### src/rtl/hazard_controller.sv
`default_nettype none
// +----------------------------------------------------------------------------+
// | hazard_controller: pipeline stall/flush sequencer with 2-bit BHT and perf   |
// | counters. Revision: 1.0                                                    |
// +----------------------------------------------------------------------------+
module hazard_controller #(
  parameter int BHT_IDX_BITS = 6,
  parameter int ADDR_WIDTH   = 32
) (
  input  logic                  clk,
  input  logic                  rst_n,
  input  logic                  i_cache_valid,
  input  logic                  mem_is_access,
  input  logic                  d_cache_valid,
  input  logic [ADDR_WIDTH-1:0] dec_pc,
  input  logic                  dec_branch_valid,
  input  logic                  dec_is_jump,
  input  logic [ADDR_WIDTH-1:0] dec_target,
  input  logic                  dec_uses_rs,
  input  logic                  dec_uses_rt,
  input  logic [4:0]            dec_rs_addr,
  input  logic [4:0]            dec_rt_addr,
  input  logic                  ex_mem_read,
  input  logic                  ex_uses_rw,
  input  logic [4:0]            ex_rw_addr,
  input  logic [ADDR_WIDTH-1:0] ex_pc,
  input  logic                  ex_branch_valid,
  input  logic                  ex_prediction,
  input  logic                  ex_outcome,
  input  logic [ADDR_WIDTH-1:0] ex_target,
  output logic                  dec_prediction,
  output logic [ADDR_WIDTH-1:0] dec_target_post_predict,
  output logic                  load_pc_we,
  output logic [ADDR_WIDTH-1:0] load_pc_new_pc,
  output logic                  pc_stall,
  output logic                  i2d_stall,
  output logic                  i2d_flush,
  output logic                  d2e_stall,
  output logic                  d2e_flush,
  output logic                  e2m_stall,
  output logic                  e2m_flush,
  output logic                  m2w_stall,
  output logic                  m2w_flush,
  output logic [31:0]           perf_stall_cycles,
  output logic [31:0]           perf_branches,
  output logic [31:0]           perf_mispredicts
);

  localparam int c_BHT_ENTRIES = 1 << BHT_IDX_BITS;

  logic [1:0]              bht_q [c_BHT_ENTRIES];
  logic [31:0]             stall_cnt_q, br_cnt_q, mp_cnt_q;
  logic [BHT_IDX_BITS-1:0] w_dec_idx, w_ex_idx;
  logic                    w_mem_miss, w_mispredict, w_load_use, w_ic_miss, w_bht_upd;
  logic [1:0]              w_ex_ctr, w_ex_ctr_d;
  logic                    w_unused;

  assign w_dec_idx = dec_pc[BHT_IDX_BITS+1:2];
  assign w_ex_idx  = ex_pc[BHT_IDX_BITS+1:2];
  assign w_unused  = ^{ex_pc[ADDR_WIDTH-1:BHT_IDX_BITS+2], ex_pc[1:0]};

  assign w_mem_miss   = mem_is_access & ~d_cache_valid;
  assign w_mispredict = ex_branch_valid & (ex_prediction != ex_outcome);
  assign w_ic_miss    = ~i_cache_valid;
  assign w_load_use   = ex_mem_read & ex_uses_rw & (ex_rw_addr != 5'd0) &
                        ((dec_uses_rs & (dec_rs_addr == ex_rw_addr)) |
                         (dec_uses_rt & (dec_rt_addr == ex_rw_addr)));
  // A branch stuck in EX behind a d-cache miss is trained only once it leaves.
  assign w_bht_upd    = ex_branch_valid & ~w_mem_miss;

  assign dec_prediction          = dec_is_jump | (dec_branch_valid & bht_q[w_dec_idx][1]);
  assign dec_target_post_predict = dec_prediction ? dec_target : dec_pc + ADDR_WIDTH'(4);

  assign w_ex_ctr = bht_q[w_ex_idx];
  always_comb begin
    w_ex_ctr_d = w_ex_ctr;
    if (ex_outcome && w_ex_ctr != 2'b11)
      w_ex_ctr_d = w_ex_ctr + 2'd1;
    else if (!ex_outcome && w_ex_ctr != 2'b00)
      w_ex_ctr_d = w_ex_ctr - 2'd1;
  end

  always_comb begin
    load_pc_we     = 1'b0;
    load_pc_new_pc = '0;
    pc_stall       = 1'b0;
    i2d_stall      = 1'b0;
    i2d_flush      = 1'b0;
    d2e_stall      = 1'b0;
    d2e_flush      = 1'b0;
    e2m_stall      = 1'b0;
    e2m_flush      = 1'b0;
    m2w_stall      = 1'b0;
    m2w_flush      = 1'b0;
    if (!rst_n) begin
      i2d_flush = 1'b1;
      d2e_flush = 1'b1;
      e2m_flush = 1'b1;
      m2w_flush = 1'b1;
    end else if (w_mem_miss) begin
      pc_stall  = 1'b1;
      i2d_stall = 1'b1;
      d2e_stall = 1'b1;
      e2m_stall = 1'b1;
      m2w_flush = 1'b1;
    end else if (w_mispredict) begin
      load_pc_we     = 1'b1;
      load_pc_new_pc = ex_target;
      i2d_flush      = 1'b1;
      d2e_flush      = 1'b1;
    end else if (w_load_use) begin
      pc_stall  = 1'b1;
      i2d_stall = 1'b1;
      d2e_flush = 1'b1;
    end else begin
      if (dec_prediction) begin
        load_pc_we     = 1'b1;
        load_pc_new_pc = dec_target;
        i2d_flush      = 1'b1;
      end
      // A redirect replaces the missing fetch, so the PC must not be held.
      if (w_ic_miss) begin
        i2d_flush = 1'b1;
        pc_stall  = ~dec_prediction;
      end
    end
  end

  always_ff @(posedge clk) begin
    if (!rst_n) begin
      for (int i = 0; i < c_BHT_ENTRIES; i++) bht_q[i] <= 2'b01;
      stall_cnt_q <= '0;
      br_cnt_q    <= '0;
      mp_cnt_q    <= '0;
    end else begin
      if (w_bht_upd) begin
        bht_q[w_ex_idx] <= w_ex_ctr_d;
        if (br_cnt_q != 32'hFFFF_FFFF) br_cnt_q <= br_cnt_q + 32'd1;
        if (w_mispredict && mp_cnt_q != 32'hFFFF_FFFF) mp_cnt_q <= mp_cnt_q + 32'd1;
      end
      if ((w_mem_miss | w_load_use | w_ic_miss) && stall_cnt_q != 32'hFFFF_FFFF)
        stall_cnt_q <= stall_cnt_q + 32'd1;
    end
  end

  assign perf_stall_cycles = stall_cnt_q;
  assign perf_branches     = br_cnt_q;
  assign perf_mispredicts  = mp_cnt_q;

endmodule
`default_nettype wire

### config.mk
export PLATFORM = sky130hd
export DESIGN_NAME = hazard_controller
export DESIGN_NICKNAME = d
export VERILOG_FILES = /design/src/rtl/hazard_controller.sv
export SDC_FILE = /design/constraint.sdc
export NUM_CORES = 1
export LEC_CHECK = 0
export ABC_CLOCK_PERIOD_IN_PS = 4500
export CAP_MARGIN = 10
export CORE_UTILIZATION = 45
export CTS_CLUSTER_DIAMETER = 50
export CTS_CLUSTER_SIZE = 12
export DETAILED_ROUTE_END_ITERATION = 8
export HOLD_SLACK_MARGIN = 0.1
export PLACE_DENSITY = 0.72
export SYNTH_ARGS = -nofsm -noshare
export SYNTH_HDL_FRONTEND = slang
export SYNTH_SLANG_ARGS = --single-unit
export TNS_END_PERCENT = 10
### constraint.sdc
create_clock -name clk -period 4.5 [get_ports clk]
set_input_delay 1.125 -clock clk [delete_from_list [all_inputs] [get_ports clk]]
set_output_delay 1.125 -clock clk [all_outputs]
set_load 0.005 [all_outputs]
==> metrics.csv, run 1 <==
stage;metric;value;unit
global_route;initial antenna violation count;3;
yosys;Cell variety after synth;75;
layout;Layout Nets;1911;
yosys;Synth Warn #;0;
yosys;Syn Inst Count;1379;
critical_path;Worst Path Buf+Inv;7;
yosys;area share of the largest cell type after synthesis;29.1;%
critical_path;Crit path max-delay family;multiplexers;
sta;final hold vios;0;
global_route;vias in the first global route;12100;
global_route;global route total overflow;0;
clocking;CTS Buffer Depth;3;
critical_path;max incr delay on CP;0.52;ns
floorplan;# IOs;328;
layout;Layout area overhead;39.6;%
power;Sw Ratio;26.9;%
power;total power;5470;uW
place;placed insts;2082;
sta;Slew @ Worst Pin;0.969;ns
yosys;#FFs+latches synth;224;
place;PortBufs;300;
clocking;TritonCTS clock tree;done;
power;Pint;4000;uW
floorplan;Die Wd;173;um
power;VDD IR-drop max;0.226;mV
clocking;Post-CTS Hold Fix Bufs;0;
detailed_routing;DR vias/cell;5.94;
yosys;EDFF count, synth;128;
layout;fillcell total;2339;
floorplan;Die H;173;um
critical_path;element type at the critical path end;output pin;
critical_path;Critical Path Fanout Max;6;
power;Gate power share;19.3;%
yosys;syn nets;1542;
floorplan;initial core utilization;45.9;%
sta;clk_skew;0.0153;ns
job;Max-cap violations;0;
critical_path;WP data arrival;3.47;ns
clocking;clk root buf;clkbuf_16;
yosys;share of flip-flops with an asynchronous set or reset;0;%
critical_path;cells along the critical path;buf_8 -> buf_12 -> mux4_2 -> mux2i_4 -> nor2_2 -> a2111oi_4 -> buf_4 -> o21ai_4 -> buf_12 -> buf_12 -> buf_16 -> mux2_2 -> buf_2;
sta;fmax;217;MHz
status;failing checks;setup timing;
detailed_routing;via count;12800;
clocking;clk sinks;224;
sta;crit path time final;4.60;ns
clocking;Inserted Clock Buffers;28;
yosys;Synth area leader;edfxtp_1;
clocking;Clock Latency Late Sink;0.54;ns
clocking;htree depth;1;
detailed_routing;routed length on met3;3.64;mm
critical_path;CP max stage cell;mux4_2;
clocking;clock slew at reported path FFs;0.06;ns
floorplan;core area;28800;um2
power;Cell Pwr Density;297;nW/um2
yosys;count leader, synth;nand2_1;
detailed_routing;DRC Markers;0;
yosys;synthesized area per cell;9.58;um2
yosys;Synth Flop Type;edfxtp_1;
yosys;Area contributors post-synth;edfxtp_1, dfxtp_1, nand2_1;
power;register share of total power;40.5;%
sta;Slew Limit Fails;0;
detailed_routing;initial drt markers;1111;
place;pre-CTS setup slack;-1.14;ns
layout;Cell Count, Final, Fillers Out;2154;
detailed_routing;DR top layer;met4;
layout;fraction of layout cells with a size suffix above 1;21.4;%
yosys;Commonest cells post-synth;nand2_1, nand3_1, edfxtp_1, nor2_1, dfxtp_1;
yosys;sequential area share after synthesis;43.6;%
power;P_sw;1470;uW
place;placed cell areas;17400;um2
detailed_routing;met2 routed WL;22.9;mm
yosys;Post-Syn Area;13200;um2
global_route;gr usage total;29.5;%
power;clock group share of total power;40.3;%
status;outcome;finished, violations left;
detailed_routing;final antenna-violating net count;0;
place;global placer's final weighted congestion;1.04;
critical_path;critical path's most frequent cell;buf_12;
place;detailed placement HPWL;32.8;mm
sta;slack of the critical path;-0.0986;ns
global_route;first-pass GRT wire length;69.8;mm
detailed_routing;Post-Route WL;45.6;mm
detailed_routing;wire per inst;21.2;um
critical_path;Startpoint Class;input port;
detailed_routing;Initial DRT Pass Iterations;6;
power;leak pwr;0.00648;uW
sta;setup repair after global routing missed its margin;yes;
critical_path;WS Path Type;input port to output pin;
sta;endpoints failing setup;21;
critical_path;CP required;3.38;ns
worst_hold_path;Hold Path Class;flip-flop to flip-flop;
floorplan;die area;30000;um2
global_route;largest net degree at the start of global routing;83;
sta;fin crit share;102;%
floorplan;Core Rows;62;
detailed_routing;wire length on met1;17.0;mm
layout;Design Area, Final;18400;um2
sta;normalized max-slew margin;35.4;%
## power by group through the flow
stage | clock [uW] | sequential [uW] | combinational [uW]
floorplan | 0 | 2250 | 479
global placement | 0 | 2260 | 1000
detailed placement | 0 | 2260 | 1010
CTS | 2220 | 2210 | 1050
global route | 2320 | 2220 | 1110
finish | 2200 | 2210 | 1050
## worst paths after layout
| kind | cells past startpoint | end | start | slack, ns |
|---|---|---|---|---|
| setup / recovery | 13 | dec_target_post_predict[15] | dec_pc[2] | -0.1 |
| hold / removal | 2 | perf_stall_cycles[19] | perf_stall_cycles[19] | 0.50 |
| setup reg to reg | 12 | bht_q[15][0] | bht_q[26][1] | 1.16 |
| hold reg to reg | 2 | perf_stall_cycles[19] | perf_stall_cycles[19] | 0.50 |
## flip-flops by register name (all words and copies together), names as in the netlist
register	count
perf_mispredicts	32
bht_q	128
perf_stall_cycles	32
perf_branches	32
## timing repair
action | 4_1_cts | 5_1_grt
pin swaps | 15 | 17
endpoints found under the setup margin | 70 | 70
gates resized for setup | 251 | 49
setup buffers | 13 | 3
cloned | 7 | 0
## metal layers
metal  GRT usage [%]  vias up
li1                -     5820
met1            35.1     6180
met2            52.3      651
met3            4.93      133
met4            12.8        0
met5               0        -
## worst reg2reg max path, stage by stage, from the launching register on
cell	delay (ns)
edfxtp_1	0.42
mux4_2	0.49
mux2i_1	0.29
o211ai_1	0.12
nor4bb_1	0.30
nand4_1	0.24
inv_1	0.12
ha_1	0.17
nand2b_1	0.08
and2_1	0.22
xnor2_4	0.25
buf_4	0.25
nand3_1	0.11
## stage by stage
step,setup TNS [ns],util (%),hold WS (ns)
3_3_place_gp,-67.13,60.4,0.478
2_1_floorplan,0,-,0.475
3_5_place_dp,-66.54,60.4,0.483
4_1_cts,-2.48,64.5,0.505
5_1_grt,-3.93,64.1,0.527
6_report,-1.65,64.1,0.499
## cells in the final DEF, fill, tap and decap left out, drive strengths merged, types with 6 or more instances in the layout
cell | synthesis | layout
clkdlybuf4s50 | 0 | 222
nand2 | 192 | 192
buf | 47 | 188
nand3 | 133 | 133
edfxtp | 128 | 128
nor2 | 102 | 102
dfxtp | 96 | 96
xnor2 | 80 | 80
nor3 | 74 | 74
clkbuf | 61 | 66
mux2 | 44 | 44
xor2 | 39 | 39
a32o | 32 | 32
a21oi | 27 | 27
nand4 | 26 | 26
and3 | 26 | 26
nor4 | 26 | 26
mux4 | 25 | 25
o21ai | 24 | 24
mux2i | 22 | 22
and2 | 18 | 18
and4 | 18 | 18
inv | 16 | 18
a22oi | 9 | 9
or4 | 9 | 9
a221oi | 9 | 9
clkinv | 0 | 9
o22ai | 9 | 9
nand2b | 8 | 8
o31ai | 8 | 8
or3 | 7 | 7
ha | 6 | 6
nor3b | 6 | 6
## area by class of cell
type                    instances  area (um2)  area share, %
well taps                     384         480           2.61
clock buffers                  35         758           4.11
clock inverters                14         153          0.828
inverters                      16        60.1          0.326
diodes                          3        7.51         0.0407
flip-flops and latches        224        5770           31.3
repair buffers                447        4150           22.5
multi-input cells            1031        7060           38.3
## cell families after synthesis
family          count (synthesis)  share of synthesized area (%)
flops                         224                           43.6
buf+inv                       124                           4.46
xor+xnor                      119                           8.03
compound gates                146                           8.44
fa+ha+maj                       6                          0.568
other cells                     1                         0.0284
mux                            91                           9.68
simple gates                  668                           25.1
(Power assumes the default switching activity.)
==> run 2, diff against run 1 <==
--- a/config.mk
+++ b/config.mk
@@ -7,12 +7,14 @@
 export LEC_CHECK = 0
 export ABC_CLOCK_PERIOD_IN_PS = 4500
 export CAP_MARGIN = 10
-export CORE_UTILIZATION = 45
+export CELL_PAD_IN_SITES_DETAIL_PLACEMENT = 1
+export CELL_PAD_IN_SITES_GLOBAL_PLACEMENT = 1
+export CORE_UTILIZATION = 38
 export CTS_CLUSTER_DIAMETER = 50
 export CTS_CLUSTER_SIZE = 12
 export DETAILED_ROUTE_END_ITERATION = 8
 export HOLD_SLACK_MARGIN = 0.1
-export PLACE_DENSITY = 0.72
+export PLACE_DENSITY = 0.79
 export SYNTH_ARGS = -nofsm -noshare
 export SYNTH_HDL_FRONTEND = slang
 export SYNTH_SLANG_ARGS = --single-unit
==> metrics.csv, run 2 (synthesized netlist as in run 1, its figures left out) <==
stage;metric;value;unit
status;outcome;finished, violations left;
status;failing checks;setup timing;
worst_hold_path;WHS Path Cells;2;
floorplan;initial core utilization;39.0;%
layout;Layout Nets;1915;
sta;clk_skew;0.0185;ns
critical_path;RR Endpoint;bht_q[44][0];
sta;Slew Limit Fails;0;
critical_path;r2r setup slk;0.90;ns
clocking;clk sinks;224;
layout;Largest Register;bht_q;
power;clock group share of total power;40.8;%
power;Gate power share;20.1;%
layout;max FFs per register;128;
critical_path;max incr delay on CP;0.52;ns
power;leak pwr;0.00670;uW
global_route;global route total overflow;0;
floorplan;Die Wd;188;um
clocking;Post-CTS Hold Fix Bufs;0;
detailed_routing;DR vias/cell;5.84;
power;P_sw;1550;uW
power;total power;5670;uW
critical_path;Critical Path Fanout Max;8;
worst_hold_path;min-delay src;perf_stall_cycles[19];
place;global placer's final weighted congestion;0.906;
critical_path;reg2reg start;bht_q[27][1];
power;register share of total power;39.1;%
clocking;Inserted Clock Buffers;28;
global_route;first-pass GRT wire length;80.0;mm
layout;Layout area overhead;42.9;%
sta;normalized max-slew margin;34.6;%
sta;Slew @ Worst Pin;0.981;ns
sta;slack of the critical path;-0.0846;ns
power;Pint;4110;uW
sta;final hold vios;0;
place;PortBufs;300;
critical_path;WP data arrival;3.46;ns
global_route;largest net degree at the start of global routing;83;
clocking;clk root buf;clkbuf_16;
sta;fin crit share;102;%
sta;setup repair after global routing missed its margin;yes;
sta;fmax;218;MHz
critical_path;worst reg2reg path depth;12;
clocking;CTS Buffer Depth;3;
detailed_routing;final antenna-violating net count;0;
critical_path;CP max stage cell;mux4_2;
job;Max-cap violations;0;
global_route;vias in the first global route;13600;
layout;most common cell after layout, fill and taps aside;clkdlybuf4s50_1;
critical_path;element type at the critical path end;output pin;
detailed_routing;Post-Route WL;52.8;mm
critical_path;Startpoint Class;input port;
floorplan;Core Rows;67;
place;placed cell areas;17400;um2
clocking;TritonCTS clock tree;done;
power;Sw Ratio;27.4;%
place;detailed placement HPWL;36.3;mm
clocking;clock slew at reported path FFs;0.06;ns
global_route;initial antenna violation count;2;
global_route;gr usage total;28.7;%
clocking;htree depth;1;
layout;fraction of layout cells with a size suffix above 1;21.8;%
detailed_routing;DRC Markers;0;
layout;most frequent cells in the layout;clkdlybuf4s50_1, nand2_1, nand3_1;
floorplan;# IOs;328;
worst_hold_path;WHS Endpoint;perf_stall_cycles[19];
detailed_routing;via count;13000;
sta;endpoints failing setup;37;
critical_path;cells along the critical path;buf_2 -> buf_12 -> buf_12 -> mux4_2 -> mux2i_4 -> o21ai_1 -> nand3_1 -> o21ai_4 -> clkbuf_16 -> buf_12 -> buf_16 -> mux2_4 -> buf_6;
critical_path;critical path's most frequent cell;buf_12;
detailed_routing;wire per inst;23.8;um
floorplan;die area;35500;um2
critical_path;CP required;3.38;ns
sta;crit path time final;4.58;ns
floorplan;Die H;188;um
floorplan;core area;33900;um2
power;Cell Pwr Density;300;nW/um2
power;VDD IR-drop max;0.231;mV
detailed_routing;initial drt markers;1139;
clocking;Clock Latency Late Sink;0.55;ns
critical_path;WS Path Type;input port to output pin;
layout;Design Area, Final;18900;um2
detailed_routing;Initial DRT Pass Iterations;5;
worst_hold_path;Hold Path Class;flip-flop to flip-flop;
sta;worst hold margin;0.493;ns
## run 2: critical path: cells and delay by family
family	cells	cell delay, ns
buffers and inverters	7	0.93
AO/OA/AOI/OAI	2	0.21
AND/OR/NAND/NOR	1	0.14
multiplexers	3	1.04
## run 2: through the flow
stage	setup WS (ns)	instances	setup TNS (ns)	utilization, %
detailed placement	-0.945	2138	-64.65	51.4
floorplan	0.252	1379	0	-
CTS	-0.154	2218	-1.98	55.5
finish	-0.0846	2222	-1.39	55.7
global placement	-0.938	2138	-58.76	51.4
global route	-0.143	2222	-2.66	55.7
## run 2: final cells by class
| class | instances | area (um2) |
|---|---|---|
| fillers | 3707 | 15000 |
| multi-input cells | 1031 | 7140 |
| flip-flops and latches | 224 | 5770 |
| repair buffers | 451 | 4410 |
| clock buffers | 34 | 723 |
| well taps | 448 | 561 |
| clock inverters | 16 | 215 |
| inverters | 16 | 60.1 |
| diodes | 2 | 5.00 |
## run 2: metal layers
layer,GRT usage (%),wire length [um]
met4,12.8,2540
met2,52.5,27000
met1,33.1,19600
met3,3.95,3580
met5,0,0
## run 2: worst max path at each step
stage                        startpoint                           to  cells after the start
after global placement        dec_pc[2]            load_pc_new_pc[1]                     12
after floorplan               dec_pc[2]           load_pc_new_pc[10]                     10
final                         dec_pc[3]   dec_target_post_predict[7]                     13
after CTS                    dec_pc[15]  dec_target_post_predict[24]                     10
after global routing      ex_rw_addr[0]            load_pc_new_pc[9]                     13
after detailed placement      dec_pc[2]            load_pc_new_pc[1]                     12
## run 2: power by group through the flow
stage               clock, uW  sequential [uW]  combinational (uW)
CTS                      2330             2220                1110
detailed placement          0             2260                1030
finish                   2310             2220                1140
global route             2410             2220                1190
floorplan                   0             2250                 479
global placement            0             2260                1010
## run 2: timing repair
item,4_1_cts,5_1_grt
pin swaps,13,19
endpoints found under the setup margin,70,70
cloned,8,0
buffers inserted,23,5
resized for setup,301,58
==> run 3, diff against run 2 <==
--- a/config.mk
+++ b/config.mk
@@ -15,6 +15,7 @@
 export DETAILED_ROUTE_END_ITERATION = 8
 export HOLD_SLACK_MARGIN = 0.1
 export PLACE_DENSITY = 0.79
+export SLEW_MARGIN = 10
 export SYNTH_ARGS = -nofsm -noshare
 export SYNTH_HDL_FRONTEND = slang
 export SYNTH_SLANG_ARGS = --single-unit
==> results of run 3 <==
Same layout as run 2: the final DEF is identical, and so are final timing and power.
